[config.mk]
export PLATFORM = sky130hd
export DESIGN_NAME = pet_prg_loader
export DESIGN_NICKNAME = d
export VERILOG_FILES = /design/src/rtl/pet_prg_loader.sv
export SDC_FILE = /design/constraint.sdc
export NUM_CORES = 1
export LEC_CHECK = 0
export ABC_CLOCK_PERIOD_IN_PS = 3300
export BUFFER_PORTS_ARGS = -buffer_cell sky130_fd_sc_hd__buf_2
export CAP_MARGIN = 20
export CORE_ASPECT_RATIO = 0.9
export CORE_MARGIN = 4
export CORE_UTILIZATION = 40
export CTS_BUF_LIST = sky130_fd_sc_hd__clkbuf_8
export CTS_CLUSTER_DIAMETER = 100
export DETAILED_ROUTE_END_ITERATION = 10
export HOLD_SLACK_MARGIN = 0.05
export PLACE_DENSITY_LB_ADDON = 0.12
export REMOVE_ABC_BUFFERS = 1
export SYNTH_ARGS = -nofsm -noshare
export SYNTH_HDL_FRONTEND = slang
export SYNTH_SLANG_ARGS = --single-unit
[constraint.sdc]
create_clock -name clk -period 3.3 [get_ports clk]
set_input_delay 0.33 -clock clk [delete_from_list [all_inputs] [get_ports clk]]
set_output_delay 0.33 -clock clk [all_outputs]
set_load 0.1 [all_outputs]
[src/rtl/pet_prg_loader.sv]
// PRG image loader: parses a 2-byte little-endian load address from a byte stream, writes the
// payload through the RAM/ROM DMA port and optionally patches the BASIC end-of-program
// pointers. The CPU is held stopped for the whole transfer.
module pet_prg_loader #(
  parameter bit          ALLOW_ROM   = 1'b0,
  parameter bit          PATCH_PTRS  = 1'b1,
  parameter logic [15:0] BASIC_START = 16'h0401,
  parameter logic [7:0]  PTR_BASE    = 8'h2A
) (
  input  logic        clk,
  input  logic        reset,
  input  logic        start,
  input  logic [7:0]  s_data,
  input  logic        s_valid,
  output logic        s_ready,
  input  logic        s_last,
  output logic [15:0] dma_addr,
  output logic [7:0]  dma_din,
  output logic        dma_we,
  output logic        cpu_hold,
  output logic        busy,
  output logic        done,
  output logic        error,
  output logic [15:0] end_addr
);

  typedef enum logic [2:0] {StIdle, StHdrLo, StHdrHi, StData, StPtr, StFin} state_e;

  state_e      state_q;
  logic [16:0] addr_q;       // bit 16 records a carry past $FFFF and stays set
  logic [15:0] load_addr_q;
  logic        last_q;       // final payload byte accepted, its write cycle is in progress
  logic [2:0]  ptr_idx_q;
  logic        s_ready_q;
  logic [15:0] dma_addr_q;
  logic [7:0]  dma_din_q;
  logic        dma_we_q;
  logic        cpu_hold_q;
  logic        busy_q;
  logic        done_q;
  logic        error_q;
  logic [15:0] end_addr_q;

  logic accept;
  logic blocked;
  logic to_ptr;

  // Handshake, write-suppression and pointer-patch qualification
  always_comb begin
    accept  = s_valid & s_ready_q;
    blocked = addr_q[16] | ((ALLOW_ROM == 1'b0) & addr_q[15]);
    to_ptr  = PATCH_PTRS & (load_addr_q == BASIC_START) & ~error_q & ~addr_q[16];
  end

  // Loader FSM with all outputs registered
  always_ff @(posedge clk or posedge reset) begin
    if (reset) begin
      state_q     <= StIdle;
      addr_q      <= '0;
      load_addr_q <= '0;
      last_q      <= 1'b0;
      ptr_idx_q   <= '0;
      s_ready_q   <= 1'b0;
      dma_addr_q  <= '0;
      dma_din_q   <= '0;
      dma_we_q    <= 1'b0;
      cpu_hold_q  <= 1'b0;
      busy_q      <= 1'b0;
      done_q      <= 1'b0;
      error_q     <= 1'b0;
      end_addr_q  <= '0;
    end else begin
      done_q <= 1'b0;
      if (start) begin
        // Restart from any state; hold stays asserted so the CPU never runs in between
        state_q    <= StHdrLo;
        last_q     <= 1'b0;
        ptr_idx_q  <= '0;
        s_ready_q  <= 1'b1;
        dma_we_q   <= 1'b0;
        cpu_hold_q <= 1'b1;
        busy_q     <= 1'b1;
        error_q    <= 1'b0;
      end else begin
        unique case (state_q)
          StIdle: begin
            s_ready_q <= 1'b0;
          end
          StHdrLo: begin
            if (accept) begin
              addr_q[7:0] <= s_data;
              if (s_last) begin
                error_q    <= 1'b1;
                state_q    <= StFin;
                done_q     <= 1'b1;
                cpu_hold_q <= 1'b0;
                busy_q     <= 1'b0;
                s_ready_q  <= 1'b0;
                dma_we_q   <= 1'b0;
              end else begin
                state_q <= StHdrHi;
              end
            end
          end
          StHdrHi: begin
            if (accept) begin
              addr_q      <= {1'b0, s_data, addr_q[7:0]};
              load_addr_q <= {s_data, addr_q[7:0]};
              if (s_last) begin
                error_q    <= 1'b1;
                state_q    <= StFin;
                done_q     <= 1'b1;
                cpu_hold_q <= 1'b0;
                busy_q     <= 1'b0;
                s_ready_q  <= 1'b0;
                dma_we_q   <= 1'b0;
              end else begin
                state_q <= StData;
              end
            end
          end
          StData: begin
            if (last_q) begin
              // Write cycle of the final byte ends here
              last_q     <= 1'b0;
              dma_we_q   <= 1'b0;
              end_addr_q <= addr_q[15:0];
              if (addr_q[16]) begin
                error_q <= 1'b1;
              end
              if (to_ptr) begin
                state_q   <= StPtr;
                ptr_idx_q <= '0;
              end else begin
                state_q    <= StFin;
                done_q     <= 1'b1;
                cpu_hold_q <= 1'b0;
                busy_q     <= 1'b0;
                s_ready_q  <= 1'b0;
              end
            end else if (dma_we_q) begin
              dma_we_q  <= 1'b0;
              s_ready_q <= 1'b1;
            end else if (accept) begin
              dma_addr_q <= addr_q[15:0];
              dma_din_q  <= s_data;
              dma_we_q   <= ~blocked;
              if (blocked) begin
                error_q <= 1'b1;
              end
              addr_q <= (addr_q + 17'd1) | {addr_q[16], 16'h0000};
              if (s_last) begin
                last_q    <= 1'b1;
                s_ready_q <= 1'b0;
              end else begin
                // A suppressed write has no write cycle, so the next byte may follow at once
                s_ready_q <= blocked;
              end
            end
          end
          StPtr: begin
            if (dma_we_q) begin
              dma_we_q <= 1'b0;
            end else if (ptr_idx_q == 3'd6) begin
              state_q    <= StFin;
              done_q     <= 1'b1;
              cpu_hold_q <= 1'b0;
              busy_q     <= 1'b0;
              s_ready_q  <= 1'b0;
            end else begin
              // VARTAB, ARYTAB, STREND all receive end_addr (lo, hi)
              dma_addr_q <= {8'h00, PTR_BASE + {5'b00000, ptr_idx_q}};
              dma_din_q  <= ptr_idx_q[0] ? end_addr_q[15:8] : end_addr_q[7:0];
              dma_we_q   <= 1'b1;
              ptr_idx_q  <= ptr_idx_q + 3'd1;
            end
          end
          StFin: begin
            state_q <= StIdle;
          end
          default: begin
            state_q <= StIdle;
          end
        endcase
      end
    end
  end

  assign s_ready  = s_ready_q;
  assign dma_addr = dma_addr_q;
  assign dma_din  = dma_din_q;
  assign dma_we   = dma_we_q;
  assign cpu_hold = cpu_hold_q;
  assign busy     = busy_q;
  assign done     = done_q;
  assign error    = error_q;
  assign end_addr = end_addr_q;

endmodule

Yosys cells after proc, flatten, opt, wreduce, memory -nomap -nowiden
Cells that the tools add are included.

cells by class
  add/subtract/negate cells = 3
  $mul = 0
  shift operators = 0
  mux-type cells = 77
  reduce and logical (&&, ||, !) cells = 21
  div/mod/pow operators = 0
  equal/unequal tests = 30
  bitwise gates (word level) = 10
  $lt $le $gt $ge = 0

operators by type and width
  cell                   number
  $mux 16                5
  $mux 17                4
  $mux 8                 6
  $mux 3                 13
  $mux 1                 38
  $reduce_and 7->1       5
  $pmux 16 s2            1
  $ne 3x3->1 const B     8
  $pmux 8 s3             1
  $ne 4x4->1 const B     5
  $pmux 9 s2             1
  $add 17x1->17 const B  1
  $or 17x17->17          1
  $eq 16x11->1 const B   1
  $ne 2x2->1 const B     8
  $pmux 8 s2             1
  $pmux 3 s5             1
  $reduce_and 6->1       2
  $pmux 1 s3             3
  $reduce_and 3->1       3
  $reduce_bool 2->1      4
  $add 6x3->7 const A    1
  $eq 3x2->1 const B     2
  $eq 3x3->1 const B     2
  16 further kinds       24

storage, ports and cells
  register bits = 85
  output and inout port bits = 46
  RAM bits = 0
  bits of input ports = 13
  memories = 0
  word-level logic and storage cells = 155
  bits in latches = 0
  ROM bits = 0

Longest topological paths before layout
  word-level depth = 7
  depth in mapped cells = 8

Least setup slack after synthesis
OpenSTA, ideal clock, no wires.

  path type = reg-to-reg
  start point = register s_ready_q (netlist: s_ready)
  end point = register load_addr_q[15]
  data required time = 3.173 ns
  arrival time = 2.255 ns
  path buffers = 3
  cell stages (with the launch flop) = 8
  setup slack = 0.918 ns
  period minus slack after synthesis = 2.382 ns
  path through = dfrtp_1 and2_1 buf_2 nand3_1 or2_1 buf_2 buf_6 mux2_1

between the ends
  word-level cells in the longest chain between the ends = 2

ends and longest elaborated chain
  element                     RTL line  text
  start: declaration          34        logic s_ready_q;
  start signal: assignment    157       s_ready_q <= blocked;
  $and 1x1->1                 50        accept = s_valid & s_ready_q;
  $reduce_and 3->1 (no line)  --
  end signal: assignment      108       load_addr_q <= {s_data, addr_q[7:0]};
  end: declaration            31        logic [15:0] load_addr_q;

Every way passes these cells.
A chain may end at the register's enable or synchronous reset.

Final worst setup path
  start point = register ptr_idx_q[0]
  end point = register dma_addr_q[11] (netlist: dma_addr[11])

between the ends
  word-level cells in the longest chain between the ends = 3

ends and longest elaborated chain
  element                     RTL line  text
  start: declaration          33        logic [2:0] ptr_idx_q;
  start signal: assignment    175       ptr_idx_q <= ptr_idx_q + 3'd1;
  $eq 3x3->1                  164       end else if (ptr_idx_q == 3'd6) begin
  $ne 2x2->1 (no line)        --
  $reduce_and 7->1 (no line)  --
  end signal: assignment      145       dma_addr_q <= addr_q[15:0];
  end signal: assignment      172       dma_addr_q <= {8'h00, PTR_BASE + {5'b00000, ptr_idx_q}};
  end: declaration            35        logic [15:0] dma_addr_q;

Every way passes these cells.

==> results.cfg <==
[run_status]
outcome = completed

[global_routing]
globalRouteMet3Util = 0.0483
met1_usage = 0.263
gr-max-usage-layer = met2
grt_max_degree = 86
met2_usage = 0.276
grt_pass1_wl_um = 18400
overflow = 0
antenna_found_initial = 0
first_global_vias = 3342
grt.total_usage = 0.183

[place]
gp_congestion = 0.871
portBuffers = 58
dp_hpwl_um = 7610

[sta]
hold_ws_ns = 0.0438
setup_violations = 0
rsz0062_at_grt = no
hold_viol = 0
maxSlewViolCount = 0
fin_skew_ns = 0.0102
fmax_mhz = 421
timing.final.crit_period_ns = 2.37
slew_headroom = 0.497
finalCritPeriodShare = 0.719
fin_setup_tns_ns = 0
worst_slew_pin_slew_ns = 0.755

[synth]
yosysWarningCount = 0
synthTopCellsByArea = dfrtp_1 48%, nand2_1 5.1%, a21oi_1 5.0%
ys_ff_latch = 85
ys_seq_area_frac = 0.484
synthCells = 445
yosysUniqueCellTypes = 60
syn_area_per_cell_um2 = 9.87
async_reset_ff_frac = 1.00
syn_area_mm2 = 0.00439
synth_top_cell_by_area = dfrtp_1
synth_ff_type = dfrtp_1
netlist.area_leader.share = 0.484
synth_edf_count = 0

[clocking]
cts_setup_buffers = 0
clk_latency_ns = 0.36
cts_tree = yes
cts_buffer_depth = 2
clock-sinks = 85
post_cts_resized = 0
root_buffer = clkbuf_8
numCtsBuffers = 9
path_clk_slew_ns = 0.08
cts_hold_buf = 0
htreeDepth = 3

[floorplan]
fp.coreArea_mm2 = 0.0108
die-width_um = 118
fp.dieH_um = 107
initial_core_util = 0.408
fp-row-count = 36
die_area_mm2 = 0.0127
boundaryPins = 59

[detailed_routing]
wl_um = 11000
vias = 3424
routedWlPerCell_um = 17.6
drcViolationCount = 0
ant_nets = 0
viasPerCell = 5.49
drt-pass1-iter-count = 6
drtIter0Drc = 215

[layout]
final_core_util = 0.456
antenna_cells = 0
area_growth_pct = 11.7
drive_gt1_frac = 0.255
nets = 504
n_fill_cell = 1070

[worst_setup_path]
required_ns = 3.56
worstSetupStartpointType = register
crit_fanout = 30
arrival_ns = 2.64
end_kind = register
worstSetupPathType = reg2reg

[power_and_ir_drop]
p_per_area_mw_per_mm2 = 1010
power_mw = 4.93
cellLeakagePower_nw = 2.32
worst_ir_drop_vdd_mv = 0.461

[worst_hold_path]
worstHoldPathType = in2async

[run]
maxCapViolations = 0
## synthesized netlist by cell type, drive strengths merged, types with 5 or more instances
| master | number |
|---|---|
| a21oi | 44 |
| a31oi | 5 |
| buf | 19 |
| clkbuf | 14 |
| dfrtp | 85 |
| inv | 9 |
| mux2 | 33 |
| mux2i | 12 |
| nand2 | 60 |
| nand3 | 9 |
| nand4 | 8 |
| nor2 | 40 |
| nor3 | 8 |
| o21ai | 34 |
| o22ai | 7 |
| or2 | 5 |
## layout by cell type (no fill, tap or decap), types with 4 or more instances in the layout
cell type / netlist / final
dfrtp_1: 85 / 85
nand2_1: 60 / 60
buf_2: 8 / 58
a21oi_1: 44 / 44
nor2_1: 38 / 38
o21ai_2: 18 / 18
mux2_2: 17 / 17
mux2_1: 14 / 14
mux2i_1: 12 / 12
clkbuf_8: 0 / 12
o21ai_0: 11 / 11
inv_1: 9 / 10
nand3_1: 9 / 9
nor3_1: 8 / 8
nand4_1: 8 / 8
o22ai_1: 7 / 7
a31oi_1: 5 / 5
o21ai_1: 5 / 5
buf_4: 2 / 5
o31ai_1: 4 / 4
o22a_1: 4 / 4
ha_1: 4 / 4
## stage by stage
step | area [um2] | std cells | setup WS [ns]
2_1_floorplan | 4220 | 412 | 0.631
3_3_place_gp | 4730 | 609 | 1.04
3_5_place_dp | 4730 | 609 | 0.927
4_1_cts | 4910 | 624 | 0.899
5_1_grt | 4910 | 624 | 0.727
6_report | 4910 | 624 | 0.927
## worst paths after layout
path                                     startpoint                          end  depth (start not counted)  slack, ns
hold / removal                                reset       dma_din[5]$_DFFE_PP0P_                          3       0.04
min in group clk                          s_data[0]        addr_q[0]$_DFFE_PP0P_                          3       0.27
max in group asynchronous                     reset  load_addr_q[11]$_DFFE_PP0P_                          3       2.87
setup reg to reg           ptr_idx_q[0]$_DFFE_PP0P_     dma_addr[11]$_DFFE_PP0P_                          7       0.93
setup / recovery           ptr_idx_q[0]$_DFFE_PP0P_     dma_addr[11]$_DFFE_PP0P_                          7       0.93
hold reg to reg              dma_din[5]$_DFFE_PP0P_       dma_din[5]$_DFFE_PP0P_                          2       0.47
## area by class of cell
type	instances	area (um2)	area share
Timing Repair Buffer	64	348	0.0709
Clock buffer	12	165	0.0336
Sequential cell	85	2130	0.433
Inverter	9	35.0	0.00714
Multi-Input combinational cell	318	2050	0.419
Clock inverter	3	12.5	0.00255
Tap cell	133	166	0.0339
## worst max-delay path: stages (launching register included)
cell	delay, ns
dfrtp_1	0.63
inv_1	0.19
ha_1	0.25
a211oi_4	0.09
o21bai_4	0.49
buf_4	0.43
nand2_1	0.10
o31ai_1	0.07
## logic make-up after synthesis
kind of cell,count (synthesis),share of synthesized area
simple gates,153,0.166
compound gates,115,0.174
flops,85,0.484
mux,45,0.114
buf+inv,42,0.0484
fa+ha+maj,5,0.0137
## where the power goes
part,leakage (nW),switching (mW),internal (mW)
Sequential,1.11,0.403,1.37
Clock,0.101,0.358,0.325
Combinational,1.11,1.90,0.581
Total,2.32,2.66,2.28
## sequential cells by signal, summed over array words and instances (netlist names)
signal       flops
busy             1
load_addr_q     16
dma_addr        16
last_q           1
addr_q          17
state_q          3
error            1
dma_we           1
done             1
end_addr        16
s_ready          1
dma_din          8
ptr_idx_q        3
## routing by layer
| layer | vias to the layer above | part of all wire |
|---|---|---|
| met5 | - | 0 |
| met4 | 0 | 0.010 |
| met3 | 13 | 0.060 |
| met2 | 98 | 0.44 |
| met1 | 1649 | 0.49 |
| li1 | 1664 | - |
Power figures use the tool's default switching activity.
